`config.mk`:
```
export PLATFORM = sky130hd
export DESIGN_NAME = encoder16to4_pipe
export DESIGN_NICKNAME = d
export VERILOG_FILES = /design/src/rtl/encoder16to4_pipe_pkg.sv /design/src/rtl/encoder16to4_pipe_priority_encoder16.sv /design/src/rtl/encoder16to4_pipe.sv
export SDC_FILE = /design/constraint.sdc
export NUM_CORES = 1
export LEC_CHECK = 0
export BUFFER_PORTS_ARGS = -buffer_cell sky130_fd_sc_hd__buf_2
export CAP_MARGIN = 10
export CORE_UTILIZATION = 53
export CTS_BUF_LIST = sky130_fd_sc_hd__clkbuf_16
export DETAILED_ROUTE_END_ITERATION = 16
export HOLD_SLACK_MARGIN = 0.02
export PLACE_DENSITY = 0.84
export SYNTH_ARGS = -nofsm -noshare
export SYNTH_HDL_FRONTEND = slang
export SYNTH_HIERARCHICAL = 1
export SYNTH_SLANG_ARGS = --single-unit
```
`constraint.sdc`:
```
create_clock -name clk -period 4.3 [get_ports clk]
set_clock_uncertainty 0.15 [all_clocks]
set_input_delay 0.43 -clock clk [delete_from_list [all_inputs] [get_ports clk]]
set_output_delay 0.43 -clock clk [all_outputs]
set_load 0.02 [all_outputs]
```
`src/rtl/encoder16to4_pipe_pkg.sv`:
```
// rtl/encoder16to4_pipe_pkg.sv - shared constants and encode helpers for the cache lookup path
package encoder16to4_pipe_pkg;

    localparam int IDX_W = 4;
    localparam int N     = 2 ** IDX_W;

    typedef enum logic {
        EMPTY = 1'b0,
        FULL  = 1'b1
    } out_state_t;

    typedef struct packed {
        logic [IDX_W-1:0] idx;
        logic             hit;
        logic             multi;
    } enc_result_t;

    // Scan from the top so the last write is the lowest set bit.
    function automatic logic [IDX_W-1:0] lowest_set_index(input logic [N-1:0] vec);
        logic [IDX_W-1:0] idx;
        idx = '0;
        for (int i = N - 1; i >= 0; i--) begin
            if (vec[i]) begin
                idx = IDX_W'(i);
            end
        end
        return idx;
    endfunction

    // Clearing the lowest set bit leaves something only when two or more were set.
    function automatic logic is_multi_hot(input logic [N-1:0] vec);
        return (vec & (vec - N'(1))) != '0;
    endfunction

endpackage

```
`src/rtl/encoder16to4_pipe_priority_encoder16.sv`:
```
// rtl/encoder16to4_pipe_priority_encoder16.sv - combinational 16-to-4 lowest-index priority encoder
module priority_encoder16
    import encoder16to4_pipe_pkg::*;
(
    input  logic [N-1:0]     in,
    output logic [IDX_W-1:0] idx,
    output logic             any,
    output logic             multi
);

    always_comb begin
        idx   = lowest_set_index(in);
        any   = |in;
        multi = is_multi_hot(in);
    end

endmodule

```
`src/rtl/encoder16to4_pipe.sv`:
```
// rtl/encoder16to4_pipe.sv - registered one-hot to index encoder with valid/ready stage and multi-hot counter
module encoder16to4_pipe #(
    parameter int IDX_W = 4,
    parameter int N     = 16,
    parameter int CNT_W = 8
) (
    input  logic             clk,
    input  logic             reset,
    input  logic             enable,
    input  logic             in_valid,
    output logic             in_ready,
    input  logic [N-1:0]     in,
    output logic             out_valid,
    input  logic             out_ready,
    output logic [IDX_W-1:0] out,
    output logic             out_hit,
    output logic             out_multi,
    input  logic             err_clr,
    output logic [CNT_W-1:0] err_count
);
    import encoder16to4_pipe_pkg::*;

    localparam logic [CNT_W-1:0] CNT_MAX = '1;

    out_state_t       state;
    out_state_t       state_nxt;
    logic             accept;
    logic             transfer;
    logic             load;
    logic [IDX_W-1:0] enc_idx;
    logic             enc_any;
    logic             enc_multi;
    enc_result_t      result_nxt;
    logic             err_inc;

    priority_encoder16 u_prienc (
        .in    (in),
        .idx   (enc_idx),
        .any   (enc_any),
        .multi (enc_multi)
    );

    // The held result can be replaced in the same cycle it is consumed.
    assign in_ready  = (state == EMPTY) | out_ready;
    assign accept    = in_valid & in_ready;
    assign transfer  = out_valid & out_ready;
    assign out_valid = (state == FULL);
    assign err_inc   = accept & enable & enc_multi;

    always_comb begin
        state_nxt = state;
        load      = 1'b0;
        unique case (state)
            EMPTY: begin
                if (accept) begin
                    state_nxt = FULL;
                    load      = 1'b1;
                end
            end
            FULL: begin
                if (transfer && accept) begin
                    load = 1'b1;
                end else if (transfer) begin
                    state_nxt = EMPTY;
                end
            end
            default: state_nxt = EMPTY;
        endcase
    end

    // A disabled lookup still produces a transfer, just a guaranteed miss.
    always_comb begin
        result_nxt = '0;
        if (enable) begin
            result_nxt.idx   = enc_idx;
            result_nxt.hit   = enc_any;
            result_nxt.multi = enc_multi;
        end
    end

    always_ff @(posedge clk or posedge reset) begin
        if (reset) begin
            state <= EMPTY;
        end else begin
            state <= state_nxt;
        end
    end

    always_ff @(posedge clk or posedge reset) begin
        if (reset) begin
            out       <= '0;
            out_hit   <= 1'b0;
            out_multi <= 1'b0;
        end else if (load) begin
            out       <= result_nxt.idx;
            out_hit   <= result_nxt.hit;
            out_multi <= result_nxt.multi;
        end
    end

    // Clear wins first, then a coincident increment counts from zero.
    always_ff @(posedge clk or posedge reset) begin
        if (reset) begin
            err_count <= '0;
        end else if (err_clr) begin
            err_count <= err_inc ? CNT_W'(1) : '0;
        end else if (err_inc && (err_count != CNT_MAX)) begin
            err_count <= err_count + CNT_W'(1);
        end
    end

endmodule
```
==> reports/metrics.cfg <==
[setup_path]
timing.critical_path.buf_inv = 1
cp_slowest_cell = or4_4
path_class = input port to register
setup.worst_path.start = in[10]
critPathCaptureType = register
path_cells = buf_2, or4_4, nor2_1, o21ai_0, a2111oi_2, o211ai_1, nand4_4, nor4_1, mux2_2
required_ns = 4.28
slowest_delay_ns = 0.56
arrival_ns = 2.66
rr_startpoint = err_count[0]
cpLargestDelayFamily = simple AND/OR/NAND/NOR gates
startpoint_type = input port
worstPathMaxFanout = 17

[sta]
finalMaxSlewViolations = 0
worst_pin_slew_ns = 0.6208
rsz0062_at_grt = no
hold_viol = 0
tns_ns = 0
setup_viol = 0
clock.fmax_ghz = 0.3729
slew_headroom = 0.5843
layout_worst_path_cycle_share = 0.6237
min_period_ns = 2.682

[global_route]
antenna_found_initial = 0
gr-total-overflow = 0
grt_pass1_vias = 954
grt_use_total = 0.2561
grt_pass1_wl_microns = 4008
grt_max_degree = 18

[pwr]
fin_total_pwr_uw = 400.2
powerDensity_mw_per_mm2 = 296.1
p_leak_uw = 0.0005978
irDropWorstVdd_mv = 0.2169

[drt]
post_drt_via_cell_ratio = 5.892
drtAntennaViolNets = 0
drc_errors = 0
routed_wirelength_microns = 2653
num_vias = 1143
top_layer_used = met4
wl_per_cell_microns = 13.68
drtIter0Drc = 34
dr_wl_met3_microns = 134
met1Wirelength_microns = 1171
wl_met2_microns = 1306
first_pass_iters = 4

[run_status]
status = complete, no violations

[clock_network]
cts_resized = 0
clock-sinks = 15
cts_setup_buffers = 0
clockBufferDepth = 2
clkLatencyLatePin_ns = 0.24
numCtsBuffers = 3
cts_root_buffer = clkbuf_16
cts_tree = built
clk_pin_slew_ns = 0.05
cts_hold_buf = 0
cts_max_level = 1

[yosys]
synth_nets = 153
ys_seq_area_frac = 0.3452
synth-edff-count = 0
ys_types = 39
synth.avg_cell_area_sq_um = 8.364
ys_seq_elements = 15
synth_cells = 130
yosys_warnings = 6
synth_flop_cell = dfrtp_1
syn_area_sq_mm = 0.001087
ys_async_sr_fraction = 1.000

[finish]
layout.nets = 191
syn2layout_area_growth_pct = 24.28
final_common_cell = buf_2
layout_common_cells = buf_2, nand2_1, dfrtp_1
layout-drive-gt1-share = 0.3234
antenna_cells = 0

[placed_design]
io_buffers = 37
hpwl_microns = 1990
gp_congestion = 0.8212

[floorplanning]
num_io_pins = 38
coreArea_sq_mm = 0.001942
die_w_microns = 47.30
dieArea_sq_mm = 0.002237
initial_core_util = 0.5599
row_count = 16
die_h_microns = 47.30

[min_path]
hp-class = input port to async pin

[run]
maxCapViolations = 0

-- metrics by stage --
step | utilization | area, sq um | setup slack (ns) | cells | hold slack [ns]
global route | 0.6959 | 1351 | 1.426 | 194 | 0.1514
global placement | 0.6553 | 1272 | 1.506 | 190 | 0.3068
CTS | 0.6959 | 1351 | 1.627 | 194 | 0.1084
detailed placement | 0.6553 | 1272 | 1.375 | 190 | 0.3150
floorplan | - | 1087 | 1.802 | 130 | 0.1815
finish | 0.6959 | 1351 | 1.618 | 194 | 0.09620
-- worst paths after layout --
check                                to  slack [ns]  depth (start not counted)
max                        err_count[5]        1.62                          9
min                              out[3]         0.1                          2
max reg2reg                err_count[5]        2.30                          5
min reg2reg                      out[0]        0.32                          2
max in group asynchronous  err_count[0]        3.52                          2
min in group clk              out_valid        0.30                          2
-- Yosys cell counts, types with 2 or more instances --
| master | count | area, sq um |
|---|---|---|
| dfrtp_1 | 15 | 375.4 |
| o31ai_1 | 5 | 37.54 |
| nor4_1 | 3 | 18.77 |
| nand2_1 | 17 | 63.81 |
| o211ai_1 | 3 | 22.52 |
| a211oi_1 | 5 | 37.54 |
| nand2b_1 | 3 | 18.77 |
| buf_6 | 2 | 22.52 |
| a21oi_1 | 9 | 45.04 |
| or4_4 | 2 | 22.52 |
| a2111oi_0 | 2 | 17.52 |
| or3_2 | 2 | 15.01 |
| or4_1 | 4 | 30.03 |
| nand4_1 | 2 | 12.51 |
| nor2_1 | 13 | 48.80 |
| o21ai_0 | 11 | 55.05 |
| inv_1 | 8 | 30.03 |
| nor3_1 | 3 | 15.01 |
-- area by class of cell --
| type | count | area, sq um |
|---|---|---|
| multi-input combinational | 103 | 648.1 |
| clock inverter | 1 | 3.754 |
| timing repair buffer | 37 | 185.2 |
| clock buffer | 3 | 75.07 |
| inverter | 8 | 30.03 |
| tap | 27 | 33.78 |
| fill | 153 | 590.6 |
| sequential | 15 | 375.4 |
-- cells by family after synthesis --
logic type / after synthesis / synth area share
AO/OA/AOI/OAI: 41 / 0.2463
adder cells (fa/ha/maj): 2 / 0.02071
buffers and inverters: 12 / 0.05869
flip-flops: 15 / 0.3452
multiplexers: 1 / 0.01036
AND/OR/NAND/NOR: 59 / 0.3188
-- routing by layer --
layer | up-vias | GRT usage
li1 | 562 | -
met1 | 528 | 0.3124
met2 | 49 | 0.4438
met3 | 4 | 0.02692
met4 | 0 | 0.1257
met5 | - | 0
-- sequential cells by signal (all words and copies together) (netlist names) --
register and flops:
err_count 8, out 4, out_hit 1, out_multi 1, out_valid 1
-- power by group --
group / switching (uW) / internal (uW)
clock network: 55.3 / 123
logic: 43.9 / 24.9
registers: 4.79 / 148
total: 104 / 296
Note: power is estimated with default switching activity, not from simulation.
